### src/rtl/output_unit.sv
// output_unit: credit-tracked transmit endpoint with link register and sticky protocol checks
module output_unit #(
    parameter int BIT_WIDTH    = 32,
    parameter int CREDIT_DEPTH = 8,
    parameter int CNT_WIDTH    = $clog2(CREDIT_DEPTH + 1)
) (
    input  logic                 i_clk,
    input  logic                 i_rst,
    input  logic                 i_credit_decre,
    output logic                 o_credit_avail,
    output logic [CNT_WIDTH-1:0] o_credit_count,
    input  logic                 i_st_valid,
    input  logic [BIT_WIDTH-1:0] i_st_data,
    output logic                 o_out_data_valid,
    output logic [BIT_WIDTH-1:0] o_out_data,
    input  logic                 i_in_credit,
    output logic                 o_credit_error,
    output logic                 o_protocol_error
);
    localparam logic [CNT_WIDTH-1:0] LP_FULL = CNT_WIDTH'(CREDIT_DEPTH);

    logic [CNT_WIDTH-1:0] r_cnt;
    logic                 r_pending;
    logic                 r_out_valid;
    logic [BIT_WIDTH-1:0] r_out_data;
    logic                 r_credit_error;
    logic                 r_protocol_error;

    logic                 w_empty;
    logic                 w_full;
    logic                 w_dec;
    logic                 w_inc;
    logic                 w_cerr;
    logic                 w_perr;
    logic [CNT_WIDTH-1:0] w_cnt_next;

    // A grant at zero credits is dropped; a return at full credits is dropped unless a grant frees room.
    always_comb begin
        w_empty    = (r_cnt == '0);
        w_full     = (r_cnt == LP_FULL);
        w_dec      = i_credit_decre & ~w_empty;
        w_inc      = i_in_credit & ~(w_full & ~i_credit_decre);
        w_cnt_next = r_cnt - CNT_WIDTH'(w_dec) + CNT_WIDTH'(w_inc);
        w_cerr     = (i_credit_decre & w_empty) | (i_in_credit & w_full & ~i_credit_decre);
        w_perr     = i_st_valid ^ r_pending;
    end

    // Credit counter, grant-to-flit tracker, link register and sticky error flags.
    always_ff @(posedge i_clk) begin
        if (!i_rst) begin
            r_cnt            <= LP_FULL;
            r_pending        <= 1'b0;
            r_out_valid      <= 1'b0;
            r_out_data       <= '0;
            r_credit_error   <= 1'b0;
            r_protocol_error <= 1'b0;
        end else begin
            r_cnt            <= w_cnt_next;
            r_pending        <= w_dec;
            r_out_valid      <= i_st_valid;
            r_out_data       <= i_st_valid ? i_st_data : r_out_data;
            r_credit_error   <= r_credit_error | w_cerr;
            r_protocol_error <= r_protocol_error | w_perr;
        end
    end

    assign o_credit_count   = r_cnt;
    assign o_credit_avail   = (r_cnt != '0);
    assign o_out_data_valid = r_out_valid;
    assign o_out_data       = r_out_data;
    assign o_credit_error   = r_credit_error;
    assign o_protocol_error = r_protocol_error;
endmodule

### config.mk
export PLATFORM = sky130hd
export DESIGN_NAME = output_unit
export DESIGN_NICKNAME = d
export VERILOG_FILES = /design/src/rtl/output_unit.sv
export SDC_FILE = /design/constraint.sdc
export NUM_CORES = 1
export LEC_CHECK = 0
export CAP_MARGIN = 40
export CORE_UTILIZATION = 44
export CTS_CLUSTER_DIAMETER = 120
export DETAILED_ROUTE_END_ITERATION = 10
export HOLD_SLACK_MARGIN = 0.03
export PLACE_DENSITY_LB_ADDON = 0.12
export SYNTH_ARGS = -nofsm -noshare
export SYNTH_HDL_FRONTEND = slang
export SYNTH_SLANG_ARGS = --single-unit
### constraint.sdc
create_clock -name i_clk -period 4.3 [get_ports i_clk]
set_input_delay 0.645 -clock i_clk [delete_from_list [all_inputs] [get_ports i_clk]]
set_output_delay 0.645 -clock i_clk [all_outputs]
set_load 0.02 [all_outputs]
==> results of run 1 <==
## kinds of logic (layout without fill, tap and decap cells)
group           after synthesis  in the layout  share of synthesized area
fa+ha+maj                     7              7                     0.0574
xor+xnor                      2              2                     0.0106
buf+inv                      14             91                     0.0605
mux                          33             33                      0.200
compound gates                5              5                     0.0204
flops                        40             40                      0.484
simple gates                 45             45                      0.167
## per-layer routing
metal  vias to the layer above  track usage
li1                        631            -
met1                       587        0.188
met2                        52        0.334
met3                         9       0.0507
met4                         0       0.0938
met5                         -            0
## worst paths after layout
path	from	slack, ns	end
max	i_credit_decre	1.89	o_credit_count[3]
min	o_protocol_error	0.48	o_protocol_error
max reg2reg	o_credit_count[1]	2.02	o_credit_count[2]
min reg2reg	o_protocol_error	0.48	o_protocol_error
## synth_stat cells, types with 2 or more instances
cell,count
mux2i_1,32
clkbuf_1,3
dfxtp_1,40
buf_8,2
nor2b_1,33
and2_1,3
inv_1,6
ha_1,6
nand2_1,3
## state kept, by name (all words and copies together), names as in the netlist
name	cells
r_pending	1
o_out_data	32
o_credit_count	4
o_protocol_error	1
o_credit_error	1
o_out_data_valid	1
## where the power goes
part	total, mW	internal (mW)	switching, mW
Sequential	0.442	0.412	0.0294
Clock	0.227	0.110	0.116
Combinational	0.362	0.195	0.167
Total	1.03	0.717	0.313
## critical path, delay by kind of cell
family	cells	cell delay, ns
simple gates	2	0.27
buf+inv	2	0.52
mux	1	0.35
fa+ha+maj	2	0.46
compound gates	2	0.33
## layout make-up
| cell class | count | area [µm²] |
|---|---|---|
| fillers | 261 | 965 |
| flip-flops and latches | 40 | 801 |
| repair buffers | 78 | 791 |
| multi-input cells | 92 | 754 |
| clock buffers | 6 | 72.6 |
| well taps | 46 | 57.6 |
| inverters | 6 | 22.5 |
| clock inverters | 1 | 5.00 |
==> results.yml, run 1 <==
clock_network:
  clkTransAtPathRegs_ns: 0.07
  clock_sinks: 40
  cts_resized: 0
  cts_root_buffer: "clkbuf_8"
  postCtsSetupBuffers: 0
  clock_path_buffers: 2
  cts_buffers: 5
  cts-hold-fix-buffers: 0
  cts-htree-levels: 2
  worst_skew_pair.late_latency_ns: 0.28
  cts_tree: "yes"
place:
  postPlaceCellArea_um2: 2430
  portBuffers: 76
  dp.final_hpwl_mm: 2.51
  gp_congestion: 0.740
  post-place-ws_ns: 1.60
  placed_cells: 262
cells_and_area:
  final_core_util: 0.722
  final_cell_mix: "clkdlybuf4s50_1 (75), dfxtp_1 (40), nor2b_1 (33)"
  nets: 267
  final_common_cell: "clkdlybuf4s50_1"
  fin_cells: 269
  final_area_um2: 2500
  areaGrowthSynthToFinish_pct: 51.2
  drive_above_1_share: 0.0493
  diodes: 0
synthesis:
  ys_warn_count: 0
  synth_area_leaders: "dfxtp_1 (48%), mux2i_1 (19%), nor2b_1 (12%), ha_1 (4.5%), buf_8 (1.8%)"
  synth_edf_count: 0
  synth_largest_area_cell: "dfxtp_1"
  ys_async_sr_fraction: 0
  ys_seq_area_frac: 0.484
  avgSynthCellArea_um2: 11.3
  synthesis.area_um2: 1660
  synthCells: 146
  ys_ff_latch: 40
  ys.flop_type: "dfxtp_1"
  yosysUniqueCellTypes: 27
  syn_nets: 190
  synth_top_area_frac: 0.484
die:
  fp.dieH_um: 63.3
  num_rows: 21
  die_w_um: 63.3
  coreArea_um2: 3470
  io_pins: 77
  die_area_um2: 4010
  start_util: 0.477
min_path:
  min_path_type: "reg -> reg"
  min_path_cells: 1
sta:
  setup_viol: 0
  hold_violations: 0
  rsz0062_at_grt: "no"
  fin_tns_setup_ns: 0
  fin_crit_sh: 0.560
  hold_ws_ns: 0.477
  fmax_ghz: 0.415
  fin_skew_ns: 0.00231
  maxSlewHeadroom: 0.631
  worstMarginPinSlew_ns: 0.551
  final_max_slew_viol_count: 0
  layout_setup_ws_ns: 1.89
  fin_crit_ns: 2.41
pwr:
  powerDensity_nw_per_um2: 412
  ir_drop_uv: 337
  power_mw: 1.03
  leakagePower_nw: 1.05
routing:
  wl_met2_mm: 1.68
  wirelength_mm: 3.37
  met1_length_mm: 1.40
  viasPerCell: 4.75
  wl_met3_um: 211
  via_count: 1279
  drc: 0
  drtIter0Drc: 16
  dr.pass1.iters: 4
  ant_nets: 0
  wire_per_inst_um: 12.5
  top_layer: "met4"
worst_setup_path:
  worstPathCellList: "clkdlybuf4s50_1 -> nand3b_1 -> nand2_1 -> ha_1 -> inv_1 -> ha_1 -> a21o_1 -> a21oi_1 -> mux2_2"
  reg2reg_depth: 10
  start_kind: "input port"
  cp_slowest_cell: "clkdlybuf4s50_1"
  cpMostUsedCell: "ha_1"
  critPathMaxStageDelay_ns: 0.46
  required_ns: 4.48
  worstPathArrival_ns: 2.58
  cp-end-kind: "register"
  path_class: "in -> reg"
  path_max_fanout: 5
global_route:
  grt_pass1_wl_mm: 5.69
  grt-ovfl-total: 0
  antenna_found_initial: 0
  first_global_vias: 1310
  grt_max_degree: 26
  track_usage: 0.183
flow_run:
  cap_violations: 0
outcome:
  outcome: "finished, final reports clean"
Power figures use the tool's default switching activity.
==> inputs of run 2 (changes only) <==
--- a/config.mk
+++ b/config.mk
@@ -6,7 +6,7 @@
 export NUM_CORES = 1
 export LEC_CHECK = 0
 export CAP_MARGIN = 40
-export CORE_UTILIZATION = 44
+export CORE_UTILIZATION = 41
 export CTS_CLUSTER_DIAMETER = 120
 export DETAILED_ROUTE_END_ITERATION = 10
 export HOLD_SLACK_MARGIN = 0.03
==> constraint.sdc (replaced) <==
create_clock -name i_clk -period 2.4 [get_ports i_clk]
set_input_delay 0.36 -clock i_clk [delete_from_list [all_inputs] [get_ports i_clk]]
set_output_delay 0.36 -clock i_clk [all_outputs]
set_load 0.02 [all_outputs]
==> run 2 against run 1 <==
  * Wire length fell by 3.9%
  * Highest routed layer unchanged
  * Register-to-register slack got worse by 1.8 ns
  * Count of clock-buffer cells in the layout rose by 1
==> results.yml, run 2 (synthesis gave the netlist of run 1 again) <==
sta:
  setup_viol: 0
  maxSlewHeadroom: 0.635
  fin_skew_ns: 0.00438
  hold_violations: 0
  worstMarginPinSlew_ns: 0.547
  fin_crit_sh: 0.916
  fin_tns_setup_ns: 0
  rsz0062_at_grt: "no"
  layout_setup_ws_ns: 0.202
  final_max_slew_viol_count: 0
  fmax_ghz: 0.455
  fin_crit_ns: 2.20
  hold_ws_ns: 0.485
global_route:
  first_global_vias: 1251
  grt_pass1_wl_mm: 5.44
  grt-ovfl-total: 0
  antenna_found_initial: 0
  grt_max_degree: 21
  track_usage: 0.166
clock_network:
  postCtsSetupBuffers: 0
  clock_sinks: 40
  cts_buffers: 5
  cts_resized: 0
  cts-htree-levels: 2
  cts_tree: "yes"
  clkTransAtPathRegs_ns: 0.07
  cts_root_buffer: "clkbuf_8"
  worst_skew_pair.late_latency_ns: 0.28
  cts-hold-fix-buffers: 0
  clock_path_buffers: 2
pwr:
  p_comb_frac: 0.339
  ir_drop_uv: 636
  power_frac_seq: 0.419
  power_switching_uw: 550
  leakagePower_nw: 1.06
  power_switching_share: 0.291
  powerDensity_nw_per_um2: 750
  intPower_mw: 1.34
  pwr-share-clk: 0.242
min_path:
  min_path_cells: 1
  min_path_type: "reg -> reg"
routing:
  dr.pass1.iters: 4
  ant_nets: 0
  drc: 0
  wire_per_inst_um: 11.8
  viasPerCell: 4.51
  wirelength_mm: 3.23
  via_count: 1231
  drtIter0Drc: 17
worst_setup_path:
  path_max_fanout: 3
  path_class: "reg -> reg"
  reg2reg_depth: 11
  worstPathArrival_ns: 2.38
  start_kind: "register"
  required_ns: 2.58
  cp-end-kind: "register"
die:
  die_area_um2: 4300
  coreArea_um2: 3770
  num_rows: 22
  io_pins: 77
  die_w_um: 65.5
  start_util: 0.439
  fp.dieH_um: 65.5
cells_and_area:
  areaGrowthSynthToFinish_pct: 52.4
  nFillCells: 278
  diodes: 0
  drive_above_1_share: 0.0667
  fin_cells: 273
  final_common_cell: "clkdlybuf4s50_1"
  largest_reg_flops: 32
  final_cell_mix: "clkdlybuf4s50_1 (75), dfxtp_1 (40), nor2b_1 (33)"
  final_core_util: 0.669
  nets: 269
place:
  post-place-ws_ns: 0.0199
  portBuffers: 76
  placed_cells: 266
  dp.final_hpwl_mm: 2.49
  gp_congestion: 0.748
outcome:
  outcome: "finished, final reports clean"
flow_run:
  cap_violations: 0
-- run 2: power groups by stage --
stage / clock, mW / sequential (mW) / combinational, mW
6_report: 0.458 / 0.793 / 0.641
5_1_grt: 0.507 / 0.803 / 0.707
4_1_cts: 0.475 / 0.791 / 0.646
3_5_place_dp: 0 / 0.803 / 0.642
3_3_place_gp: 0 / 0.802 / 0.618
2_1_floorplan: 0 / 0.884 / 0.297
-- run 2: through the flow --
step | instance area, µm² | total power [mW]
2_1_floorplan | 1660 | 1.18
3_3_place_gp | 2420 | 1.42
3_5_place_dp | 2420 | 1.45
4_1_cts | 2520 | 1.91
5_1_grt | 2520 | 2.02
6_report | 2520 | 1.89
-- run 2: cell type report --
cell class	count	area (µm²)	area share
well taps	48	60.1	0.0238
repair buffers	80	786	0.312
flip-flops and latches	40	801	0.317
inverters	6	22.5	0.00893
clock buffers	7	96.3	0.0382
multi-input cells	92	757	0.300
-- run 2: path summary, 6_finish.rpt --
check	start	to	slack (ns)
worst min register to register	o_protocol_error	o_protocol_error	0.48
worst max register to register	o_credit_count[2]	o_credit_count[2]	0.20
worst max-delay path	o_credit_count[2]	o_credit_count[2]	0.20
worst min-delay path	o_protocol_error	o_protocol_error	0.48
-- run 2: layer usage --
layer | vias up | track usage | part of all wire
li1 | 630 | - | -
met1 | 558 | 0.192 | 0.43
met2 | 39 | 0.286 | 0.49
met3 | 4 | 0.0573 | 0.062
met4 | 0 | 0.0489 | 0.0093
met5 | - | 0 | 0
-- run 2: critical path, cell delays in order, from the launching register on --
cell and delay, ns:
dfxtp_1 0.32, inv_1 0.11, ha_1 0.19, nand2_1 0.08, and2_1 0.17, ha_1 0.28, inv_1 0.06, ha_1 0.16
inv_1 0.06, fa_1 0.37, xnor2_1 0.13, and2_1 0.15
==> inputs of run 3 (changes only) <==
--- a/config.mk
+++ b/config.mk
@@ -10,7 +10,7 @@
 export CTS_CLUSTER_DIAMETER = 120
 export DETAILED_ROUTE_END_ITERATION = 10
 export HOLD_SLACK_MARGIN = 0.03
-export PLACE_DENSITY_LB_ADDON = 0.12
+export PLACE_DENSITY = 0.89
 export SYNTH_ARGS = -nofsm -noshare
 export SYNTH_HDL_FRONTEND = slang
 export SYNTH_SLANG_ARGS = --single-unit
==> constraint.sdc (replaced) <==
create_clock -name i_clk -period 2.4 [get_ports i_clk]
set_input_delay 0.24 -clock i_clk [delete_from_list [all_inputs] [get_ports i_clk]]
set_output_delay 0.24 -clock i_clk [all_outputs]
set_load 0.02 [all_outputs]
==> run 3 against run 2 <==
  * Combinational power fell by 2%
  * Critical path type unchanged
  * Worst hold slack lost 0.016 ns
  * Maximum frequency up 0.54%
==> results.yml, run 3 (synthesis gave the netlist of run 1 again) <==
outcome:
  outcome: "finished, final reports clean"
min_path:
  min_path_cells: 1
  hold_path_end: "o_protocol_error"
  hp-start: "o_protocol_error"
  min_path_type: "reg -> reg"
clock_network:
  cts-htree-levels: 2
  cts_root_buffer: "clkbuf_8"
  clock_path_buffers: 2
  cts-hold-fix-buffers: 0
  cts_tree: "yes"
  postCtsSetupBuffers: 0
  clock_sinks: 40
  cts_buffers: 5
  clkTransAtPathRegs_ns: 0.08
  cts_resized: 0
  worst_skew_pair.late_latency_ns: 0.29
cells_and_area:
  final_common_cell: "clkdlybuf4s50_1"
  multi_input_area_um2: 754
  largest_reg_flops: 32
  nFillCells: 321
  final_area_um2: 2530
  fin_cells: 274
  drive_above_1_share: 0.0664
  diodes: 0
  final_cell_mix: "clkdlybuf4s50_1 (75), dfxtp_1 (40), nor2b_1 (33)"
  final_core_util: 0.672
  regArea_um2: 801
  nets: 269
  areaGrowthSynthToFinish_pct: 53.1
pwr:
  powerDensity_nw_per_um2: 771
  leakagePower_nw: 1.06
  power_mw: 1.95
  ir_drop_uv: 600
sta:
  setup_viol: 0
  fin_skew_ns: 0.00198
  final_max_slew_viol_count: 0
  hold_violations: 0
  worstMarginPinSlew_ns: 0.501
  maxSlewHeadroom: 0.666
  fin_crit_ns: 2.19
  fin_tns_setup_ns: 0
  layout_setup_ws_ns: 0.214
  hold_ws_ns: 0.469
  fin_crit_sh: 0.911
  fmax_ghz: 0.457
  rsz0062_at_grt: "no"
routing:
  wirelength_mm: 3.23
  ant_nets: 0
  drc: 0
  viasPerCell: 4.48
  wire_per_inst_um: 11.8
  drtIter0Drc: 23
  via_count: 1227
  dr.pass1.iters: 4
worst_setup_path:
  path_class: "reg -> reg"
  r2r_slack_ns: 0.21
  reg2reg_depth: 10
  r2r_end: "o_credit_count[2]"
  path_max_fanout: 5
  cp-end-kind: "register"
  start_kind: "register"
  worstPathArrival_ns: 2.37
  required_ns: 2.59
  timing.rr.start: "o_credit_count[1]"
die:
  fp.dieH_um: 65.5
  num_rows: 22
  coreArea_um2: 3770
  die_area_um2: 4300
  io_pins: 77
  start_util: 0.439
  die_w_um: 65.5
place:
  portBuffers: 76
  dp.final_hpwl_mm: 2.44
  postPlaceCellArea_um2: 2420
  post-place-ws_ns: 0.156
  placed_cells: 266
  gp_congestion: 0.665
global_route:
  antenna_found_initial: 0
  track_usage: 0.162
  grt_max_degree: 19
  first_global_vias: 1170
  grt-ovfl-total: 0
  grt_pass1_wl_mm: 5.19
flow_run:
  cap_violations: 0
[run 3: area by class of cell]
class | instances | area share
Timing Repair Buffer | 80 | 0.310
Clock inverter | 3 | 0.0168
Multi-Input combinational cell | 92 | 0.298
Inverter | 6 | 0.00888
Clock buffer | 5 | 0.0271
Sequential cell | 40 | 0.316
Tap cell | 48 | 0.0237
[run 3: report_power, final]
part           total (mW)  switching (mW)  leakage (nW)  internal, mW
sequential          0.789          0.0507         0.331         0.738
combinational       0.631           0.287         0.678         0.345
clock               0.533           0.226        0.0541         0.307
[run 3: worst max path at each step]
stage,start,endpoint,slack (ns),depth (start not counted)
6_report,o_credit_count[1],o_credit_count[2],0.21,10
5_1_grt,o_credit_count[1],o_credit_count[2],0.06,10
4_1_cts,o_credit_count[1],o_credit_count[2],0.18,10
3_5_place_dp,i_credit_decre,o_credit_count[2],0.16,10
3_3_place_gp,i_credit_decre,o_credit_count[3],0.20,9
2_1_floorplan,o_credit_count[2],o_credit_count[3],0.09,10
[run 3: routing by layer]
layer	routed length (µm)	vias to the layer above	global-route usage	share of wire
met3	180	5	0.0330	0.056
met4	56	0	0.0897	0.017
li1	-	634	-	-
met5	0	-	0	0
met2	1540	46	0.281	0.48
met1	1460	542	0.183	0.45
[run 3: critical path: stages (launching register included)]
cell,delay [ns]
dfxtp_1,0.37
nor2_1,0.24
nand2_1,0.12
and2_1,0.17
ha_1,0.28
inv_1,0.05
ha_1,0.15
inv_1,0.05
fa_1,0.38
xnor2_1,0.13
and2_1,0.15
